--- src/rtl/cordic_pkg.sv ---
// Shared constants, state encoding and arctangent table for the CORDIC vectoring engine.
// Angles are Q2.13 radians; GAIN_INV is 1/K in Q0.15.
package cordic_pkg;

  localparam int PI         = 25736;
  localparam int HALF_PI    = 12868;
  localparam logic [15:0] GAIN_INV = 16'h4DBA;
  localparam int ROUND_HALF = 16384;

  typedef enum logic [2:0] {
    ST_IDLE = 3'd0,
    ST_PRE  = 3'd1,
    ST_ROT  = 3'd2,
    ST_COMP = 3'd3,
    ST_DONE = 3'd4
  } state_t;

  // atan(2^-idx) in Q2.13
  function automatic logic [15:0] atan_lut(input logic [3:0] idx);
    case (idx)
      4'd0:    atan_lut = 16'd6434;
      4'd1:    atan_lut = 16'd3798;
      4'd2:    atan_lut = 16'd2007;
      4'd3:    atan_lut = 16'd1019;
      4'd4:    atan_lut = 16'd511;
      4'd5:    atan_lut = 16'd256;
      4'd6:    atan_lut = 16'd128;
      4'd7:    atan_lut = 16'd64;
      4'd8:    atan_lut = 16'd32;
      4'd9:    atan_lut = 16'd16;
      4'd10:   atan_lut = 16'd8;
      4'd11:   atan_lut = 16'd4;
      4'd12:   atan_lut = 16'd2;
      4'd13:   atan_lut = 16'd1;
      4'd14:   atan_lut = 16'd1;
      default: atan_lut = 16'd0;
    endcase
  endfunction

endpackage

--- src/rtl/cordic_atan2_mag_if.sv ---
// Operand/result handshake bundle for cordic_atan2_mag.
// master drives operands and out_ready; slave is the CORDIC engine.
interface cordic_atan2_mag_if #(
  parameter int DATA_WIDTH  = 16,
  parameter int PHASE_WIDTH = 16
);
  logic                          in_valid;
  logic                          in_ready;
  logic signed [DATA_WIDTH-1:0]  in_x;
  logic signed [DATA_WIDTH-1:0]  in_y;
  logic                          out_valid;
  logic                          out_ready;
  logic signed [PHASE_WIDTH-1:0] out_phase;
  logic [DATA_WIDTH:0]           out_mag;

  modport master (
    output in_valid, in_x, in_y, out_ready,
    input  in_ready, out_valid, out_phase, out_mag
  );

  modport slave (
    input  in_valid, in_x, in_y, out_ready,
    output in_ready, out_valid, out_phase, out_mag
  );
endinterface

--- src/rtl/cordic_vec_step.sv ---
// One combinational CORDIC vectoring micro-rotation: drives y toward zero
// and accumulates the rotated angle in z.
module cordic_vec_step
  import cordic_pkg::*;
#(
  parameter int W  = 18,
  parameter int ZW = 17
) (
  input  logic signed [W-1:0]  x,
  input  logic signed [W-1:0]  y,
  input  logic signed [ZW-1:0] z,
  input  logic [3:0]           shift,
  output logic signed [W-1:0]  x_next,
  output logic signed [W-1:0]  y_next,
  output logic signed [ZW-1:0] z_next
);

  logic signed [W-1:0]  xs;
  logic signed [W-1:0]  ys;
  logic signed [ZW-1:0] da;

  // rotate against the sign of y
  always_comb begin
    xs = x >>> shift;
    ys = y >>> shift;
    da = ZW'(atan_lut(shift));
    if (!y[W-1]) begin
      x_next = x + ys;
      y_next = y - xs;
      z_next = z + da;
    end else begin
      x_next = x - ys;
      y_next = y + xs;
      z_next = z - da;
    end
  end

endmodule

--- src/rtl/cordic_atan2_mag.sv ---
// Iterative CORDIC vectoring engine: phase = atan2(y,x) in Q2.13, magnitude in Q2.14.
// Define CORDIC_GAIN_COMP_EN to remove the CORDIC gain from out_mag (adds one cycle).
module cordic_atan2_mag
  import cordic_pkg::*;
#(
  parameter int DATA_WIDTH  = 16,
  parameter int PHASE_WIDTH = 16,
  parameter int ITER        = 14
) (
  input logic               clk,
  input logic               rst,
  cordic_atan2_mag_if.slave bus
);

  localparam int W   = DATA_WIDTH + 2;
  localparam int ZW  = PHASE_WIDTH + 1;
  localparam logic signed [ZW-1:0] PI_Z   = ZW'(PI);
  localparam logic signed [ZW-1:0] HPI_Z  = ZW'(HALF_PI);
  localparam logic [3:0]           LAST_I = 4'(ITER - 1);

  state_t                    state_r;
  state_t                    state_nx;
  logic signed [W-1:0]       x_r;
  logic signed [W-1:0]       y_r;
  logic signed [ZW-1:0]      z_r;
  logic [3:0]                iter_r;
  logic                      zero_r;
  logic                      in_ready_r;
  logic                      out_valid_r;
  logic signed [PHASE_WIDTH-1:0] out_phase_r;
  logic [DATA_WIDTH:0]       out_mag_r;

  logic signed [W-1:0]       step_x;
  logic signed [W-1:0]       step_y;
  logic signed [ZW-1:0]      step_z;
  logic signed [PHASE_WIDTH-1:0] phase_sat;
  logic [DATA_WIDTH:0]       mag_src;

  cordic_vec_step #(.W(W), .ZW(ZW)) u_step (
    .x      (x_r),
    .y      (y_r),
    .z      (z_r),
    .shift  (iter_r),
    .x_next (step_x),
    .y_next (step_y),
    .z_next (step_z)
  );

  // next-state decode
  always_comb begin
    state_nx = state_r;
    case (state_r)
      ST_IDLE: begin
        if (bus.in_valid) state_nx = ST_PRE;
        else              state_nx = ST_IDLE;
      end
      ST_PRE:  state_nx = ST_ROT;
      ST_ROT: begin
        if (iter_r == LAST_I) begin
`ifdef CORDIC_GAIN_COMP_EN
          state_nx = ST_COMP;
`else
          state_nx = ST_DONE;
`endif
        end else begin
          state_nx = ST_ROT;
        end
      end
      ST_COMP: state_nx = ST_DONE;
      ST_DONE: begin
        if (out_valid_r && bus.out_ready) state_nx = ST_IDLE;
        else                              state_nx = ST_DONE;
      end
      default: state_nx = ST_IDLE;
    endcase
  end

  // the zero vector has no defined angle; force 0 instead of the accumulated table sum
  always_comb begin
    phase_sat = z_r[PHASE_WIDTH-1:0];
    if (zero_r)              phase_sat = '0;
    else if (z_r > PI_Z)     phase_sat = PHASE_WIDTH'(PI);
    else if (z_r < -PI_Z)    phase_sat = -PHASE_WIDTH'(PI);
    else                     phase_sat = z_r[PHASE_WIDTH-1:0];
  end

`ifdef CORDIC_GAIN_COMP_EN
  localparam int PRW = DATA_WIDTH + 16;
  logic [DATA_WIDTH:0] comp_r;
  logic [PRW-1:0]      prod_s;

  // raw magnitude times 1/K, rounded half-up
  always_comb begin
    prod_s  = PRW'(x_r[DATA_WIDTH:0]) * PRW'(GAIN_INV) + PRW'(ROUND_HALF);
    mag_src = comp_r;
  end

  // gain-compensated magnitude register
  always_ff @(posedge clk or posedge rst) begin
    if (rst)                    comp_r <= '0;
    else if (state_r == ST_COMP) comp_r <= prod_s[PRW-1:15];
    else                        comp_r <= comp_r;
  end
`else
  // x is non-negative after the fold, so its low bits are the raw magnitude
  always_comb begin
    mag_src = x_r[DATA_WIDTH:0];
  end
`endif

  // state, datapath and registered outputs
  always_ff @(posedge clk or posedge rst) begin
    if (rst) begin
      state_r     <= ST_IDLE;
      x_r         <= '0;
      y_r         <= '0;
      z_r         <= '0;
      iter_r      <= 4'd0;
      zero_r      <= 1'b0;
      in_ready_r  <= 1'b1;
      out_valid_r <= 1'b0;
      out_phase_r <= '0;
      out_mag_r   <= '0;
    end else begin
      state_r    <= state_nx;
      in_ready_r <= (state_nx == ST_IDLE);
      case (state_r)
        ST_IDLE: begin
          if (bus.in_valid) begin
            x_r    <= {{2{bus.in_x[DATA_WIDTH-1]}}, bus.in_x};
            y_r    <= {{2{bus.in_y[DATA_WIDTH-1]}}, bus.in_y};
            z_r    <= '0;
            iter_r <= 4'd0;
            zero_r <= (bus.in_x == '0) && (bus.in_y == '0);
          end
        end
        ST_PRE: begin
          // y>=0 folds to +pi/2 so the negative real axis resolves to +pi
          if (x_r[W-1]) begin
            if (!y_r[W-1]) begin
              x_r <= y_r;
              y_r <= -x_r;
              z_r <= HPI_Z;
            end else begin
              x_r <= -y_r;
              y_r <= x_r;
              z_r <= -HPI_Z;
            end
          end
        end
        ST_ROT: begin
          x_r    <= step_x;
          y_r    <= step_y;
          z_r    <= step_z;
          iter_r <= iter_r + 4'd1;
        end
        ST_DONE: begin
          if (!out_valid_r) begin
            out_valid_r <= 1'b1;
            out_phase_r <= phase_sat;
            out_mag_r   <= mag_src;
          end else if (bus.out_ready) begin
            out_valid_r <= 1'b0;
          end
        end
        default: begin
          out_valid_r <= out_valid_r;
        end
      endcase
    end
  end

  assign bus.in_ready  = in_ready_r;
  assign bus.out_valid = out_valid_r;
  assign bus.out_phase = out_phase_r;
  assign bus.out_mag   = out_mag_r;

endmodule
--- src/flat_wrapper.sv ---
// flat-port wrapper written by rule: the top's interface ports become plain ports
module cordic_atan2_mag_flat import cordic_pkg::*;
#(
  parameter int DATA_WIDTH  = 16,
  parameter int PHASE_WIDTH = 16,
  parameter int ITER        = 14
)
  (clk, rst, bus_in_valid, bus_in_x, bus_in_y, bus_out_ready, bus_in_ready, bus_out_valid, bus_out_phase, bus_out_mag);
  cordic_atan2_mag_if #(.DATA_WIDTH(DATA_WIDTH), .PHASE_WIDTH(PHASE_WIDTH)) bus_i ();
  input logic clk;
  input logic rst;
  input wire logic [$bits(bus_i.in_valid)-1:0] bus_in_valid;
  input wire logic [$bits(bus_i.in_x)-1:0] bus_in_x;
  input wire logic [$bits(bus_i.in_y)-1:0] bus_in_y;
  input wire logic [$bits(bus_i.out_ready)-1:0] bus_out_ready;
  output wire logic [$bits(bus_i.in_ready)-1:0] bus_in_ready;
  output wire logic [$bits(bus_i.out_valid)-1:0] bus_out_valid;
  output wire logic [$bits(bus_i.out_phase)-1:0] bus_out_phase;
  output wire logic [$bits(bus_i.out_mag)-1:0] bus_out_mag;
  assign bus_i.in_valid = bus_in_valid;
  assign bus_i.in_x = bus_in_x;
  assign bus_i.in_y = bus_in_y;
  assign bus_i.out_ready = bus_out_ready;
  assign bus_in_ready = bus_i.in_ready;
  assign bus_out_valid = bus_i.out_valid;
  assign bus_out_phase = bus_i.out_phase;
  assign bus_out_mag = bus_i.out_mag;
  cordic_atan2_mag #(.DATA_WIDTH(DATA_WIDTH), .PHASE_WIDTH(PHASE_WIDTH), .ITER(ITER)) u_core (.clk(clk), .rst(rst), .bus(bus_i));
endmodule
--- config.mk ---
export PLATFORM = sky130hd
export DESIGN_NAME = cordic_atan2_mag_flat
export DESIGN_NICKNAME = d
export VERILOG_FILES = /design/src/rtl/cordic_pkg.sv /design/src/rtl/cordic_atan2_mag_if.sv /design/src/rtl/cordic_vec_step.sv /design/src/rtl/cordic_atan2_mag.sv /design/src/flat_wrapper.sv
export SDC_FILE = /design/constraint.sdc
export NUM_CORES = 1
export LEC_CHECK = 0
export ABC_AREA = 1
export CORE_AREA = 2 2 165 167
export CTS_CLUSTER_SIZE = 12
export DETAILED_ROUTE_END_ITERATION = 8
export DIE_AREA = 0 0 167 169
export GPL_TIMING_DRIVEN = 0
export HOLD_SLACK_MARGIN = 0.02
export SLEW_MARGIN = 20
export SYNTH_ARGS = -nofsm -noshare
export SYNTH_HDL_FRONTEND = slang
export SYNTH_SLANG_ARGS = --single-unit
--- constraint.sdc ---
create_clock -name clk -period 5.2 [get_ports clk]
set_input_delay 1.3 -clock clk [delete_from_list [all_inputs] [get_ports clk]]
set_output_delay 1.3 -clock clk [all_outputs]
set_load 0.1 [all_outputs]
==> results.md, run 1 <==
- The run finished with clean final reports.
- The cell with the largest stage delay on the worst path is clkbuf_1.
- dfrtp_1 takes more of the synthesized area than any other cell.
- The routed design has 43.8 mm of wire.
- Compared with the post-synthesis result, the final layout area differs by 14.1%.
- The detailed router finished its first iteration with 1223 violations.
- The placement-stage cell area is 11500 sq um.
- Across every metal layer, demand over resource in global routing totals 0.307.
- Of the cells placed in the final design, the portion with a size suffix greater than 1 is 0.0757.
- The clock arrives with 0.00729 ns of skew.
- The max-cap violation count is 0.
- Among cell families on the critical path, the largest total delay comes from buffers and inverters.
- In this run the count of I/O pins placed on the die edge is 71.
- Setup repair after global routing left no endpoint under its margin.
- Data on the critical path arrives at its endpoint at 5.19 ns.
- After floorplanning, the core was sized to cover 26500 sq um.
- Input and output buffers added on the ports amount to 70.
- The logic depth of the worst path, buffers included is 18.
- The time the final worst path needs with I/O delays and setup is 4.90 ns.
- The filler cell count in the final layout is 2870.
- The total standard cell area after synthesis is 10400 sq um.
- The worst setup path is launched from a flip-flop.
- The ratio of routed vias to standard cells is 5.79.
- The repair_antennas step left the layout with diodes totalling 0.
- The routability congestion estimate is 0.970.
- The final setup violation count is 0.
- The initial antenna violation count is 0.
- Across all setup checks in the final design, the least slack found is 0.299 ns.
- In this run the post-CTS setup repair buffer count came out at 0.
- The clock net in this run drives a total of 96 sinks.
- The sequential fraction of the synthesis area is 0.232.
- The cell depth of the worst flop-to-flop path is 18.
- The detail route stage leaves a number of antenna-violating nets equal to 0.
- The data required time of the critical path is 5.49 ns.
- The synthesized netlist contains 53 unique library cells.
- Dividing the synthesized area by the synthesized cell count gives 6.36 sq um.
- After detailed routing, the number of remaining DRC violations is 0.
- The number of global-route vias before repair is 11000.
- The first global-routing pass estimated 66.1 mm of wire.
- Of all nets on the critical path, the largest fanout is 10.
- The hold buffer count at CTS is 0.
- The cell row count is 60.
- The HPWL reported at the end of detailed placement is 34.6 mm.
- The Yosys step of the flow raised 0 warnings.
- The number of max-slew violations in the final report is 0.
- The pin count of the biggest net entering global routing is 74.
- Measured against its own limit, the worst slew margin works out to 0.190.
- The total congestion overflow is 0.
- The number of buffers and inverters on the critical path is 6.
- In the final routed layout, each cell accounts on average for 21.2 um.
- The clock-pin transition on the worst setup and hold timing paths is 0.08 ns.
- In the post-synthesis netlist, the biggest area contributors are dfrtp_1, nand2_1, nand3_1.
- The worst setup timing slack at the placement stage is -0.0351 ns.
- CTS placed an instance of clkbuf_16 at the clock tree root.
- The clock tree from TritonCTS is built.
- The critical path in this run is classified as reg -> reg.
- For the worst-skew pair, the clock arrives at the later sink with an insertion delay of 0.37 ns.
- The number of nets handed over by synthesis was 1733.
- The fraction of synthesized cell area taken by the top area cell type is 0.229.
- The transition at the pin with the smallest max-transition slack is 1.22 ns.
- Timing would allow up to 0.204 GHz.
- The number of synthesized register bits is 96.
- The floorplan step set the die width to 167 um.
- In this design, the stage delay of the slowest critical-path cell is 0.51 ns.
- The final hold violation count is 0.
- The critical path goes through clkbuf_1, clkbuf_1, clkbuf_1, clkbuf_2, o21ai_0, ha_1, nand3_1, nand3_1, inv_1, o21ai_1, inv_1, o21ai_1, nand3_1, nand2_1, nand3_1, nand3b_1, nand3_1, a22oi_1.
- The number of H-tree levels is 3.
- Buffers inserted during clock tree synthesis total 9.
- The number of buffers between clock root and the deepest sink is 2.
- For this configuration, the core starts out at a cell density of 0.392.
- With fillers left out, the area of the finished cells amounts to 11800 sq um.
- Of the available clock period, the critical path in the final layout requires 0.943.
- At the end of the flow, the number of nets in the layout was 1814.
- The detailed router placed 11900 vias in this run.
- The cell depth of the worst min-delay path is 2.
- Hold timing on the final database bottoms out at a slack of 0.481 ns.
- The type of element capturing the critical path is a flip-flop.
- The die area is 28200 sq um.
- The most prevalent standard cell on the critical path is nand3_1.
- The cell count after synthesis is 1632.
- The min-delay analysis places its worst path in the category reg -> reg.
- Before antenna repair, the detailed router went through 6 iterations.
- The die extent in y is 169 um.
-- path summary, 6_finish.rpt --
check | start | end | slack [ns]
setup / recovery | u_core.y_r[17] | u_core.x_r[11] | 0.30
hold / removal | u_core.bus.out_phase[9] | u_core.bus.out_phase[9] | 0.48
setup reg to reg | u_core.y_r[17] | u_core.x_r[11] | 0.30
hold reg to reg | u_core.bus.out_phase[9] | u_core.bus.out_phase[9] | 0.48
max in group asynchronous | rst | u_core.x_r[17] | 3.28
min in group asynchronous | rst | u_core.bus.out_valid | 1.26
-- metrics by stage --
stage                      util  TNS, ns  cells
final                     0.447        0   2059
after global routing      0.447        0   2059
after CTS                 0.447        0   2059
after detailed placement  0.436  -0.0351   2044
after global placement    0.434   -39.67   2043
after floorplan               -        0   1632
-- cells by family after synthesis --
family | count (synthesis) | share of synthesized area
adder cells (fa/ha/maj) | 65 | 0.0805
AND/OR/NAND/NOR | 782 | 0.333
flip-flops | 96 | 0.232
multiplexers | 1 | 0.00108
XOR/XNOR | 39 | 0.0329
AO/OA/AOI/OAI | 404 | 0.222
buffers and inverters | 245 | 0.0992
-- per-layer routing --
layer	vias to the layer above	part of all wire	track usage	wire length, um
li1	5703	-	-	-
met1	5573	0.43	0.403	18600
met2	549	0.46	0.510	20300
met3	104	0.070	0.0435	3050
met4	0	0.041	0.121	1790
met5	-	0	0	0
-- what timing repair did --
item	4_1_cts	5_1_grt
pin swaps	0	0
gates resized for setup	0	5
setup endpoints to repair	1	9
gates cloned	0	0
hold endpoints to repair	0	0
-- layout make-up --
| cell class | count | area (sq um) | share of cell area |
|---|---|---|---|
| Sequential cell | 96 | 2400 | 0.203 |
| Tap cell | 341 | 427 | 0.0360 |
| Clock buffer | 9 | 225 | 0.0190 |
| Multi-Input combinational cell | 1291 | 6950 | 0.587 |
| Timing Repair Buffer | 71 | 728 | 0.0615 |
| Clock inverter | 7 | 71.3 | 0.00602 |
| Inverter | 180 | 688 | 0.0581 |
| Buffer | 64 | 345 | 0.0292 |
-- flip-flops by register name, summed over array words and instances (netlist names) --
signal,flops
u_core.iter_r,4
u_core.bus.out_valid,1
u_core.bus.out_mag,17
u_core.z_r,17
u_core.bus.in_ready,1
u_core.x_r,18
u_core.bus.out_phase,16
u_core.zero_r,1
u_core.state_r,3
u_core.y_r,18
-- tightest hold or removal path, cell delays in order (launching register included) --
cell	delay (ns)
dfrtp_1	0.35
nand2_1	0.05
nand2_1	0.05
-- Yosys cell counts, drive strengths merged --
cell,n
nand3b,6
a2bb2oi,1
o21a,3
or2,14
nor3,20
fa,3
nand3,170
buf,35
a22o,2
dfstp,1
xor2,28
clkbuf,30
nor4,11
o211ai,17
a2111oi,3
dfrtp,95
and3,1
a21o,4
nand2,429
a32oi,9
nand4,12
mux2,1
o21bai,3
xnor2,11
a31o,3
a41oi,1
a211oi,2
a221oi,1
o21ai,152
o221ai,2
o31ai,9
a22oi,15
nor2,119
a21oi,152
ha,62
o22ai,8
clkinv,1
inv,179
a31oi,17
-- cell usage in the layout, fill, tap and decap left out, types with 11 or more instances in the layout --
cell type	n
a21oi_1	150
a22oi_1	15
a31oi_1	17
buf_2	13
clkbuf_1	29
clkdlybuf4s50_1	70
dfrtp_1	95
ha_1	62
inv_1	168
nand2_1	409
nand2_2	20
nand3_1	162
nand4_1	12
nor2_1	106
nor3_1	17
nor4_1	11
o211ai_1	17
o21ai_0	125
o21ai_1	19
or2_2	13
xnor2_1	11
xor2_1	28
Power of run 1 is left out: the tool's default activity adds up to more than one toggle a clock period on the data nets, which glitch-free logic cannot reach.
==> run 2: changes to the inputs <==
--- a/config.mk
+++ b/config.mk
@@ -12,7 +12,6 @@
 export DIE_AREA = 0 0 167 169
 export GPL_TIMING_DRIVEN = 0
 export HOLD_SLACK_MARGIN = 0.02
-export SLEW_MARGIN = 20
 export SYNTH_ARGS = -nofsm -noshare
 export SYNTH_HDL_FRONTEND = slang
 export SYNTH_SLANG_ARGS = --single-unit
==> run 2 against run 1 <==
  * Cell area about the same
  * Hold slack worse by 0.00070 ns
  * Final cell count about the same
  * Global-route usage up 0.12 points
  * Die area unchanged
  * First-iteration DRC count up 7.6%
  * Sequential share of layout area about the same
  * Non-clock buffer count unchanged
  * Highest routed layer unchanged
==> results.md, run 2 (synthesis results as in run 1) <==
- The critical path startpoint category is a flip-flop.
- In the layout the commonest cells are nand2_1, inv_1, nand3_1, a21oi_1, o21ai_0.
- STA classifies the critical path endpoint as a flip-flop.
- Clock tree synthesis selected as its root buffer the cell clkbuf_16.
- In the final routed layout, each cell accounts on average for 21.3 um.
- Summed over all layers, the routed wires come to 43.9 mm.
- The starting DRC count in detailed routing is 1316.
- The final route contains 12000 vias.
- After floorplanning, the core was sized to cover 26500 sq um.
- The worst hold path begins at u_core.bus.out_phase[9].
- The type of the worst setup path is reg -> reg.
- After clock tree synthesis, the clock-pin slew on the worst setup and hold paths is 0.08 ns.
- The ratio of routed vias to standard cells is 5.81.
- The final setup slack of the worst path is 0.283 ns.
- The worst pin sits at a relative slew slack of 0.190.
- The sink of the worst hold path is u_core.bus.out_phase[9].
- Summed over all layers, the global routing overflow is 0.
- The global-route total usage across every layer is 0.308.
- At the placement stage, the worst setup path has a slack of 0.00544 ns.
- The share of the cycle needed by the critical path after routing is 0.946.
- Of all nets on the critical path, the largest fanout is 18.
- Once detail routing completed, the nets flagged for antenna violations numbered 0.
- The routed design could run at a clock period as short as 4.92 ns.
- The first global-routing pass estimated 66.4 mm of wire.
- The clock sink count is 96.
- The initial antenna violation count is 1.
- The cell depth of the worst min-delay path is 2.
- TritonCTS built the clock tree.
- The transition at the pin with the smallest max-transition slack is 1.21 ns.
- Clock tree synthesis inserted a total of 9 buffers.
- The die is 169 um tall.
- The width of the chip is 167 um.
- The largest registers in the layout are u_core.x_r x18, u_core.y_r x18.
- The post-detailed-route DRC marker count is 0.
- The number of buffers between clock root and the deepest sink is 2.
- The flow ran to the end, and the final reports show no timing, DRC or antenna violations.
- The later pin in the worst-skew pair is clocked with a latency of 0.37 ns.
- The worst register-to-register path has a depth of 18.
- Clock skew on the completed layout was measured at 0.0118 ns.
- The number of H-tree levels is 3.
- Across the run, the number of max-cap violations was 0.
- The number of nets in the finished design is 1814.
- The die area is 28200 sq um.
- The most common library cell in the layout ignoring fill and taps is nand2_1.
- The critical path arrival is 5.18 ns.
- The pin count of the biggest net entering global routing is 67.
- The number of max-slew violations in the final report was 0.
- The quantity of I/O buffers inserted on ports is 70.
- The share of cells above drive strength 1 is 0.0757.
- The count of boundary I/O pins is 71.
- The final hold violation count is 0.
- The routability congestion estimate is 0.970.
- Hold is met by 0.480 ns.
- The number of detailed-route iterations in the first pass is 6.
- After legalization and detailed placement, the total HPWL measured 34.6 mm.
- The capturing point of the worst reg2reg path is u_core.x_r[16].
- The path category of the worst min-delay check is reg -> reg.
- Relative to the synthesized area, the layout overhead comes to 14.1%.
- The origin of the critical flop-to-flop path is u_core.y_r[17].
- The number of global-route vias before repair was 11200.
- For this configuration, the core starts out at a cell density of 0.392.
- The final setup violation count is 0.
- The fmax is 0.203 GHz.
- Setup repair after global routing left no endpoint under its margin.
- Setup slack on the worst reg-to-reg path comes out at 0.28 ns.
- Buffers inserted to repair hold after CTS numbered 0.
- The cell row count is 60.
- Data on the critical path is required at its endpoint by 5.47 ns.
[run 2: final cells by class]
class / count / area (sq um)
fill: 2894 / 14700
multi-input combinational: 1291 / 6950
sequential: 96 / 2400
timing repair buffer: 71 / 728
inverter: 180 / 686
tap: 341 / 427
buffer: 64 / 345
clock buffer: 9 / 225
clock inverter: 7 / 72.6
antenna: 1 / 2.50
[run 2: critical path, cell delays in order (launching register included)]
cell	delay (ns)
dfrtp_1	0.36
clkbuf_1	0.24
inv_2	0.45
clkbuf_1	0.69
buf_1	0.60
nand2_1	0.15
xor2_1	0.34
ha_1	0.26
nor2_1	0.05
nand2_1	0.05
o21ai_0	0.13
o21ai_1	0.49
inv_1	0.08
o21ai_1	0.27
nand4_1	0.15
a21oi_1	0.22
o211ai_1	0.12
o21ai_1	0.09
inv_1	0.06
[run 2: through the flow]
| stage | std cells | setup TNS, ns | instance area (sq um) | utilization |
|---|---|---|---|---|
| after global routing | 2059 | 0 | 11800 | 0.447 |
| after global placement | 2043 | -39.67 | 11500 | 0.434 |
| after detailed placement | 2044 | 0 | 11500 | 0.435 |
| final | 2060 | 0 | 11800 | 0.447 |
| after floorplan | 1632 | 0 | 10400 | - |
| after CTS | 2059 | 0 | 11800 | 0.447 |
[run 2: what timing repair did]
| action | 4_1_cts | 5_1_grt |
|---|---|---|
| buffers inserted | 0 | 0 |
| resized for setup | 0 | 5 |
| hold endpoints to repair | 0 | 0 |
| gates cloned | 0 | 0 |
| endpoints found under the setup margin | 1 | 12 |
[run 2: worst max-delay path by stage]
stage	startpoint	endpoint	slack, ns	depth (start not counted)
2_1_floorplan	rst	u_core.bus.out_mag[0]	1.40	1
3_3_place_gp	rst	u_core.x_r[14]	-0.43	2
3_5_place_dp	u_core.y_r[17]	u_core.z_r[14]	0.005	20
4_1_cts	u_core.y_r[17]	u_core.z_r[14]	0.03	21
5_1_grt	u_core.iter_r[1]	u_core.z_r[14]	0.07	27
6_report	u_core.y_r[17]	u_core.x_r[16]	0.28	18
[run 2: routing by layer]
| layer | wire (um) | track usage |
|---|---|---|
| met3 | 3350 | 0.0468 |
| met5 | 0 | 0 |
| met4 | 1920 | 0.131 |
| met1 | 18500 | 0.399 |
| met2 | 20100 | 0.512 |
Power of run 2 is left out for the same reason.
